**config.mk**
```make
export PLATFORM = sky130hd
export DESIGN_NAME = my_mc_datapath
export DESIGN_NICKNAME = d
export VERILOG_FILES = /design/src/rtl/mc_pkg.sv /design/src/rtl/mc_regfile.sv /design/src/rtl/my_mc_datapath.sv
export SDC_FILE = /design/constraint.sdc
export NUM_CORES = 2
export LEC_CHECK = 0
export CORE_UTILIZATION = 55
export CTS_BUF_LIST = sky130_fd_sc_hd__clkbuf_8
export DETAILED_ROUTE_END_ITERATION = 8
export PLACE_DENSITY = 0.81
export SETUP_SLACK_MARGIN = 0.05
export SLEW_MARGIN = 10
export SYNTH_ARGS = -nofsm -noshare
export SYNTH_HDL_FRONTEND = slang
export SYNTH_SLANG_ARGS = --single-unit
```
**constraint.sdc**
```tcl
create_clock -name clk -period 7.4 [get_ports clk]
set_input_delay 1.11 -clock clk [delete_from_list [all_inputs] [get_ports clk]]
set_output_delay 1.11 -clock clk [all_outputs]
set_load 0.005 [all_outputs]
```
**src/rtl/mc_pkg.sv**
```systemverilog
// Shared definitions for the multi-cycle RV32/RV64 datapath: FSM states and control encodings.
package mc_pkg;

    typedef enum logic [2:0] {
        StFetch  = 3'd0,
        StDecode = 3'd1,
        StExec   = 3'd2,
        StMem    = 3'd3,
        StWb     = 3'd4
    } state_e;

    localparam logic [3:0] AluAnd  = 4'b0000;
    localparam logic [3:0] AluOr   = 4'b0001;
    localparam logic [3:0] AluAdd  = 4'b0010;
    localparam logic [3:0] AluXor  = 4'b0011;
    localparam logic [3:0] AluSll  = 4'b0100;
    localparam logic [3:0] AluSrl  = 4'b0101;
    localparam logic [3:0] AluSub  = 4'b0110;
    localparam logic [3:0] AluSlt  = 4'b0111;
    localparam logic [3:0] AluSra  = 4'b1000;
    localparam logic [3:0] AluSltu = 4'b1001;

    localparam logic [1:0] ImmI  = 2'd0;
    localparam logic [1:0] ImmS  = 2'd1;
    localparam logic [1:0] ImmSb = 2'd2;
    localparam logic [1:0] ImmUj = 2'd3;

    localparam logic [1:0] WbAlu  = 2'd0;
    localparam logic [1:0] WbMem  = 2'd1;
    localparam logic [1:0] WbPc4  = 2'd2;
    localparam logic [1:0] WbNone = 2'd3;

    localparam logic [63:0] DefaultResetPc = 64'h0;

endpackage

```
**src/rtl/mc_regfile.sv**
```systemverilog
// 32-entry register file, two asynchronous read ports, one write port, x0 reads as zero.
module mc_regfile #(
    parameter int unsigned XLEN = 32
) (
    input  logic            clk_i,
    input  logic            rst_ni,
    input  logic [4:0]      raddr_a_i,
    output logic [XLEN-1:0] rdata_a_o,
    input  logic [4:0]      raddr_b_i,
    output logic [XLEN-1:0] rdata_b_o,
    input  logic            we_i,
    input  logic [4:0]      waddr_i,
    input  logic [XLEN-1:0] wdata_i
);

    logic [XLEN-1:0] regs_q [32];

    always_ff @(posedge clk_i or negedge rst_ni) begin
        if (!rst_ni) begin
            for (int i = 0; i < 32; i++) begin
                regs_q[i] <= '0;
            end
        end else if (we_i && (waddr_i != 5'd0)) begin
            regs_q[waddr_i] <= wdata_i;
        end
    end

    assign rdata_a_o = (raddr_a_i == 5'd0) ? '0 : regs_q[raddr_a_i];
    assign rdata_b_o = (raddr_b_i == 5'd0) ? '0 : regs_q[raddr_b_i];

endmodule

```
**src/rtl/my_mc_datapath.sv**
```systemverilog
// Multi-cycle datapath: FETCH/DECODE/EXEC/MEM/WB sequencing with handshaked instruction
// and data memories. Control inputs come from an external decoder watching inst_out.
module my_mc_datapath
    import mc_pkg::*;
#(
    parameter int unsigned     XLEN     = 32,
    parameter logic [XLEN-1:0] RESET_PC = XLEN'(DefaultResetPc)
) (
    input  logic            clk,
    input  logic            rst,
    output logic            imem_req,
    output logic [XLEN-1:0] imem_addr,
    input  logic            imem_ready,
    input  logic [31:0]     imem_rdata,
    output logic            dmem_req,
    output logic            dmem_we,
    output logic [XLEN-1:0] dmem_addr,
    output logic [XLEN-1:0] dmem_wdata,
    input  logic            dmem_ready,
    input  logic [XLEN-1:0] dmem_rdata,
    output logic [31:0]     inst_out,
    input  logic [3:0]      ALU_Control,
    input  logic [1:0]      ImmSel,
    input  logic [1:0]      MemtoReg,
    input  logic            ALUSrc_B,
    input  logic            Jump,
    input  logic            Branch,
    input  logic            InverseBranch,
    input  logic            RegWrite,
    input  logic            JumpReg,
    input  logic            MemRead,
    input  logic            MemWrite,
    output logic [XLEN-1:0] PC_out,
    output logic [XLEN-1:0] ALU_out,
    output logic [2:0]      state_out,
    output logic            retire
);

    localparam int unsigned ShW = $clog2(XLEN);

    state_e state_q, state_d;

    logic [XLEN-1:0] pc_q, a_q, b_q, imm_q, alu_out_q, mdr_q;
    logic [31:0]     ir_q;
    logic            taken_q;

    logic [XLEN-1:0] rs1_data, rs2_data, imm_ext, op_b, alu_res, wb_data;
    logic [XLEN-1:0] pc_plus4, target_base, pc_next;
    logic [ShW-1:0]  shamt;
    logic            zero, taken_now, taken_sel, mem_access, rf_we;
    logic            unused_ir;

    assign unused_ir = ^{ir_q[6:0], ir_q[14:12]};

    mc_regfile #(
        .XLEN (XLEN)
    ) u_regfile (
        .clk_i     (clk),
        .rst_ni    (rst),
        .raddr_a_i (ir_q[19:15]),
        .rdata_a_o (rs1_data),
        .raddr_b_i (ir_q[24:20]),
        .rdata_b_o (rs2_data),
        .we_i      (rf_we),
        .waddr_i   (ir_q[11:7]),
        .wdata_i   (wb_data)
    );

    always_comb begin
        imm_ext = '0;
        case (ImmSel)
            ImmI:    imm_ext = {{(XLEN-12){ir_q[31]}}, ir_q[31:20]};
            ImmS:    imm_ext = {{(XLEN-12){ir_q[31]}}, ir_q[31:25], ir_q[11:7]};
            ImmSb:   imm_ext = {{(XLEN-13){ir_q[31]}}, ir_q[31], ir_q[7], ir_q[30:25],
                                ir_q[11:8], 1'b0};
            default: imm_ext = {{(XLEN-21){ir_q[31]}}, ir_q[31], ir_q[19:12], ir_q[20],
                                ir_q[30:21], 1'b0};
        endcase
    end

    assign op_b  = ALUSrc_B ? imm_q : b_q;
    assign shamt = op_b[ShW-1:0];

    always_comb begin
        alu_res = '0;
        case (ALU_Control)
            AluAnd:  alu_res = a_q & op_b;
            AluOr:   alu_res = a_q | op_b;
            AluAdd:  alu_res = a_q + op_b;
            AluXor:  alu_res = a_q ^ op_b;
            AluSll:  alu_res = a_q << shamt;
            AluSrl:  alu_res = a_q >> shamt;
            AluSub:  alu_res = a_q - op_b;
            AluSlt:  alu_res[0] = $signed(a_q) < $signed(op_b);
            AluSra:  alu_res = $unsigned($signed(a_q) >>> shamt);
            AluSltu: alu_res[0] = a_q < op_b;
            default: alu_res = '0;
        endcase
    end

    assign zero       = (alu_res == '0);
    assign taken_now  = Jump | JumpReg | (Branch & (zero ^ InverseBranch));
    assign mem_access = MemRead | MemWrite;

    // Branches (and JALR without rd) retire out of EXEC before ALUOut/taken are latched.
    assign taken_sel   = (state_q == StExec) ? taken_now : taken_q;
    assign target_base = (state_q == StExec) ? alu_res : alu_out_q;
    assign pc_plus4    = pc_q + XLEN'(4);

    always_comb begin
        pc_next = pc_plus4;
        if (JumpReg) begin
            pc_next = target_base & {{(XLEN-1){1'b1}}, 1'b0};
        end else if (taken_sel) begin
            pc_next = pc_q + imm_q;
        end
    end

    always_comb begin
        wb_data = alu_out_q;
        case (MemtoReg)
            WbMem:   wb_data = mdr_q;
            WbPc4:   wb_data = pc_plus4;
            default: wb_data = alu_out_q;
        endcase
    end

    always_ff @(posedge clk or negedge rst) begin
        if (!rst) begin
            state_q <= StFetch;
        end else begin
            state_q <= state_d;
        end
    end

    always_comb begin
        state_d = state_q;
        case (state_q)
            StFetch:  if (imem_ready) state_d = StDecode;
            StDecode: state_d = StExec;
            StExec: begin
                if (mem_access)    state_d = StMem;
                else if (RegWrite) state_d = StWb;
                else               state_d = StFetch;
            end
            StMem:    if (dmem_ready) state_d = MemWrite ? StFetch : StWb;
            StWb:     state_d = StFetch;
            default:  state_d = StFetch;
        endcase
    end

    // Requests depend on state (and reset) only, never on the ready inputs.
    always_comb begin
        imem_req = 1'b0;
        dmem_req = 1'b0;
        retire   = 1'b0;
        rf_we    = 1'b0;
        case (state_q)
            StFetch: imem_req = rst;
            StExec:  retire   = ~mem_access & ~RegWrite;
            StMem: begin
                dmem_req = rst;
                retire   = dmem_ready & MemWrite;
            end
            StWb: begin
                retire = 1'b1;
                rf_we  = RegWrite & (MemtoReg != WbNone);
            end
            default: ;
        endcase
    end

    always_ff @(posedge clk or negedge rst) begin
        if (!rst) begin
            pc_q      <= RESET_PC;
            ir_q      <= '0;
            a_q       <= '0;
            b_q       <= '0;
            imm_q     <= '0;
            alu_out_q <= '0;
            mdr_q     <= '0;
            taken_q   <= 1'b0;
        end else begin
            if ((state_q == StFetch) && imem_ready) begin
                ir_q <= imem_rdata;
            end
            if (state_q == StDecode) begin
                a_q   <= rs1_data;
                b_q   <= rs2_data;
                imm_q <= imm_ext;
            end
            if (state_q == StExec) begin
                alu_out_q <= alu_res;
                taken_q   <= taken_now;
            end
            if ((state_q == StMem) && dmem_ready && !MemWrite) begin
                mdr_q <= dmem_rdata;
            end
            if (retire) begin
                pc_q <= pc_next;
            end
        end
    end

    assign imem_addr  = pc_q;
    assign dmem_we    = MemWrite;
    assign dmem_addr  = alu_out_q;
    assign dmem_wdata = b_q;
    assign inst_out   = ir_q;
    assign PC_out     = pc_q;
    assign ALU_out    = alu_out_q;
    assign state_out  = state_q;

endmodule

```
==> metrics.txt <==
Chip Width=366 µm; gp weighted congestion=1.10; gr ovfl total=0; Synth Register Bits=1,241; Port Buffers=282; die area=134,000 µm²; worst slew pin tran=1.26 ns; NetSw=11,000 µW; row cnt=133; DRT Pass-1 Iters=6; largest net degree at the start of global routing=185; Fin. Hold Viols=0; slew margin rel.=0.162; Gate power share=0.421; drt wl/cell=33.0 µm; Clk pwr share=0.240; global-route wire length before repair=421,000 µm; Post-Layout Cell Count=8,768; synthesized area=73,000 µm²; fraction of power spent switching nets=0.422; clock skew=0.0668 ns; # IOs=283; Yosys warning count=0; via count=61,800; Critical Path Max Stage Delay=0.59 ns; Worst Path Arrival=7.31 ns; post-route ant nets=0; path depth of the worst reg2reg path=21; CP max-delay cell=dfrtp_1; CP Max Fanout=4; clock-pin slew on the worst setup and hold paths=0.06 ns; fin nets=7,064; crit path kind=reg -> reg; Tcrit/Tclk final=0.873; Synth cell types=88; PostCTS Resize Cnt=0; Worst path depth=21; Final setup viols=0; outcome=finished, final reports clean; Setup TNS=0 ns; hold_buf cts=0; buffers and inverters on the worst path=3; Seq/Total Area, Yosys=0.426; Initial Util=0.555; CTS Root Cell=clkbuf_8; Initial DRC Count=8,581; top-area cell type share of the netlist area=0.426; syn nets=7,051; crit path cell chain=mux2i_4, inv_2, ha_1, fa_1, o21bai_1, a21oi_1, a221o_1, a22oi_1, o2111ai_1, a2111oi_1, nand4_1, nor4b_1, buf_4, and4_1, nand4b_1, buf_4, a2111oi_4, xnor2_1, o21ai_4, mux2_1, a221o_1; syn_area_per_cell=10.7 µm²; PD cells=319 nW/µm²; Num CTS Buffers=200; worst hold slack=0.0870 ns; number of synthesized flops with an enable pin=0; peak supply drop=321 µV; post-CTS setup buffer count=0; CP Capture Type=flop; Post-Syn Instances=6,832; DP Cell Count=8,398; clock sink count=1,241; Pins Over Slew Limit=0; CTS Buffer Depth=3; sequential share of power=0.338; initial antenna violation count=20; max-cap violations=0; Req. time, crit path=8.25 ns; Worst-Skew Late Latency=1.00 ns; most numerous cell in the Yosys netlist=nand2_1; asr flop ratio synth=1.00; Final HPWL DP=194,000 µm; CTS HTree Levels=4; Final min period=6.46 ns; vias in the first global route=61,200; Core Region=131,000 µm²; Peak Freq=0.155 GHz; Die Height=366 µm; Routed WL=290,000 µm; Yosys top cell by area=dfrtp_1; Layout area overhead=12.2%; Min-Delay Path Class=in -> async; Total Power=26,100 µW; CP top delay family=compound AO/OA/AOI/OAI gates; layout cells sized above 1=0.203; cells taking the most area after synthesis=dfrtp_1, mux4_2, o21ai_0; Leakage Power=0.0342 µW; unrepaired setup endpoints after global routing=false; CTS tree=done; Global Route Usage Sum=0.433; nature of the critical path startpoint=flop; Avg Vias per Cell=7.05; drc violations=0; internal power=15,100 µW; top_reg_cell synth=dfrtp_1; top cells by count, synth=nand2_1, dfrtp_1, o21ai_0
power by group through the flow:
stage	sequential, µW	combinational (µW)	clock, µW
3_3_place_gp	8850	10700	0
4_1_cts	8760	10800	6280
5_1_grt	8850	11500	6580
3_5_place_dp	8880	10800	0
6_report	8820	11000	6270
2_1_floorplan	7910	7240	0
path summary, 6_finish.rpt:
kind                                                    start                                 end  slack (ns)
setup / recovery                         imm_q[0]$_DFFE_PN0P_              PC_out[31]$_DFFE_PN0P_        0.94
hold / removal                                            rst   u_regfile.regs_q[368]$_DFFE_PN0P_        0.09
setup reg to reg                         imm_q[0]$_DFFE_PN0P_              PC_out[31]$_DFFE_PN0P_        0.94
hold reg to reg            u_regfile.regs_q[1016]$_DFFE_PN0P_  u_regfile.regs_q[1016]$_DFFE_PN0P_        0.40
max in group asynchronous                                 rst            inst_out[19]$_DFFE_PN0P_        4.85
min in group clk           u_regfile.regs_q[1016]$_DFFE_PN0P_  u_regfile.regs_q[1016]$_DFFE_PN0P_        0.40
stage by stage:
step / cell area [µm²] / setup slack [ns] / utilization
CTS: 81800 / 1.09 / 0.622
finish: 81800 / 0.939 / 0.622
global placement: 77600 / 0.288 / 0.590
floorplan: 73000 / 0.636 / -
detailed placement: 77600 / 0.268 / 0.590
global route: 81800 / 0.728 / 0.622
registers in the layout, summed over array words and instances, names as in the netlist:
| signal | count |
|---|---|
| state_out | 3 |
| ALU_out | 32 |
| PC_out | 32 |
| imm_q | 21 |
| dmem_wdata | 32 |
| a_q | 32 |
| inst_out | 32 |
| mdr_q | 32 |
| taken_q | 1 |
| u_regfile.regs_q | 1024 |
layout make-up:
class / count / area, µm²
Fill cell: 10200 / 49600
Multi-Input combinational cell: 4750 / 39000
Sequential cell: 1241 / 31100
Timing Repair Buffer: 525 / 4860
Clock buffer: 255 / 3510
Tap cell: 1755 / 2200
Clock inverter: 108 / 723
Inverter: 127 / 477
Antenna cell: 7 / 17.5
per-layer routing:
metal  share of wire  track usage  vias up  wire length [µm]
met3            0.12        0.122     1009             34100
met1            0.37        0.570    31300            107000
met2            0.45        0.647     4424            129000
met5         0.00028            0        -                82
met4           0.066        0.246       12             19000
li1                -            -    25100                 -
cell families (layout without fill, tap and decap cells):
family                   Yosys count  after routing  synth area share
XOR/XNOR                          72             72           0.00864
multiplexers                     951            951             0.251
AND/OR/NAND/NOR                 1771           1771             0.101
adder cells (fa/ha/maj)          135            135            0.0235
other                              0              7                 0
AO/OA/AOI/OAI                   1821           1821             0.143
buffers and inverters            841           1015            0.0481
flip-flops                      1241           1241             0.426
worst reg2reg max path, cell delays in order (launching register included):
cell and delay, ns:
dfrtp_1 0.59, mux2i_4 0.29, inv_2 0.08, ha_1 0.23, fa_1 0.47, o21bai_1 0.25
a21oi_1 0.12, a221o_1 0.35, a22oi_1 0.29, o2111ai_1 0.23, a2111oi_1 0.58, nand4_1 0.17
nor4b_1 0.44, buf_4 0.19, and4_1 0.20, nand4b_1 0.20, buf_4 0.22, a2111oi_4 0.43
xnor2_1 0.17, o21ai_4 0.19, mux2_1 0.33, a221o_1 0.32
cell usage in the layout, fill, tap and decap left out, types with 22 or more instances in the layout:
| master | netlist | layout |
|---|---|---|
| ha_1 | 132 | 131 |
| a211oi_1 | 39 | 39 |
| mux4_2 | 693 | 693 |
| nand4_1 | 22 | 22 |
| clkbuf_8 | 0 | 255 |
| mux2_2 | 67 | 67 |
| inv_1 | 121 | 191 |
| nor2_1 | 186 | 183 |
| nand3_1 | 83 | 72 |
| nand2_1 | 1274 | 1258 |
| o21ai_0 | 1138 | 1136 |
| a22oi_1 | 48 | 48 |
| dfrtp_1 | 1241 | 1231 |
| a21oi_1 | 197 | 164 |
| clkdlybuf4s50_1 | 0 | 280 |
| a21o_1 | 29 | 29 |
| and3_1 | 22 | 22 |
| o211ai_1 | 25 | 25 |
| nor3_1 | 52 | 48 |
| a31oi_1 | 37 | 37 |
| xnor2_1 | 62 | 62 |
| mux2i_1 | 189 | 185 |
| o22ai_1 | 99 | 99 |
| buf_4 | 79 | 226 |
Power figures use the tool's default switching activity.
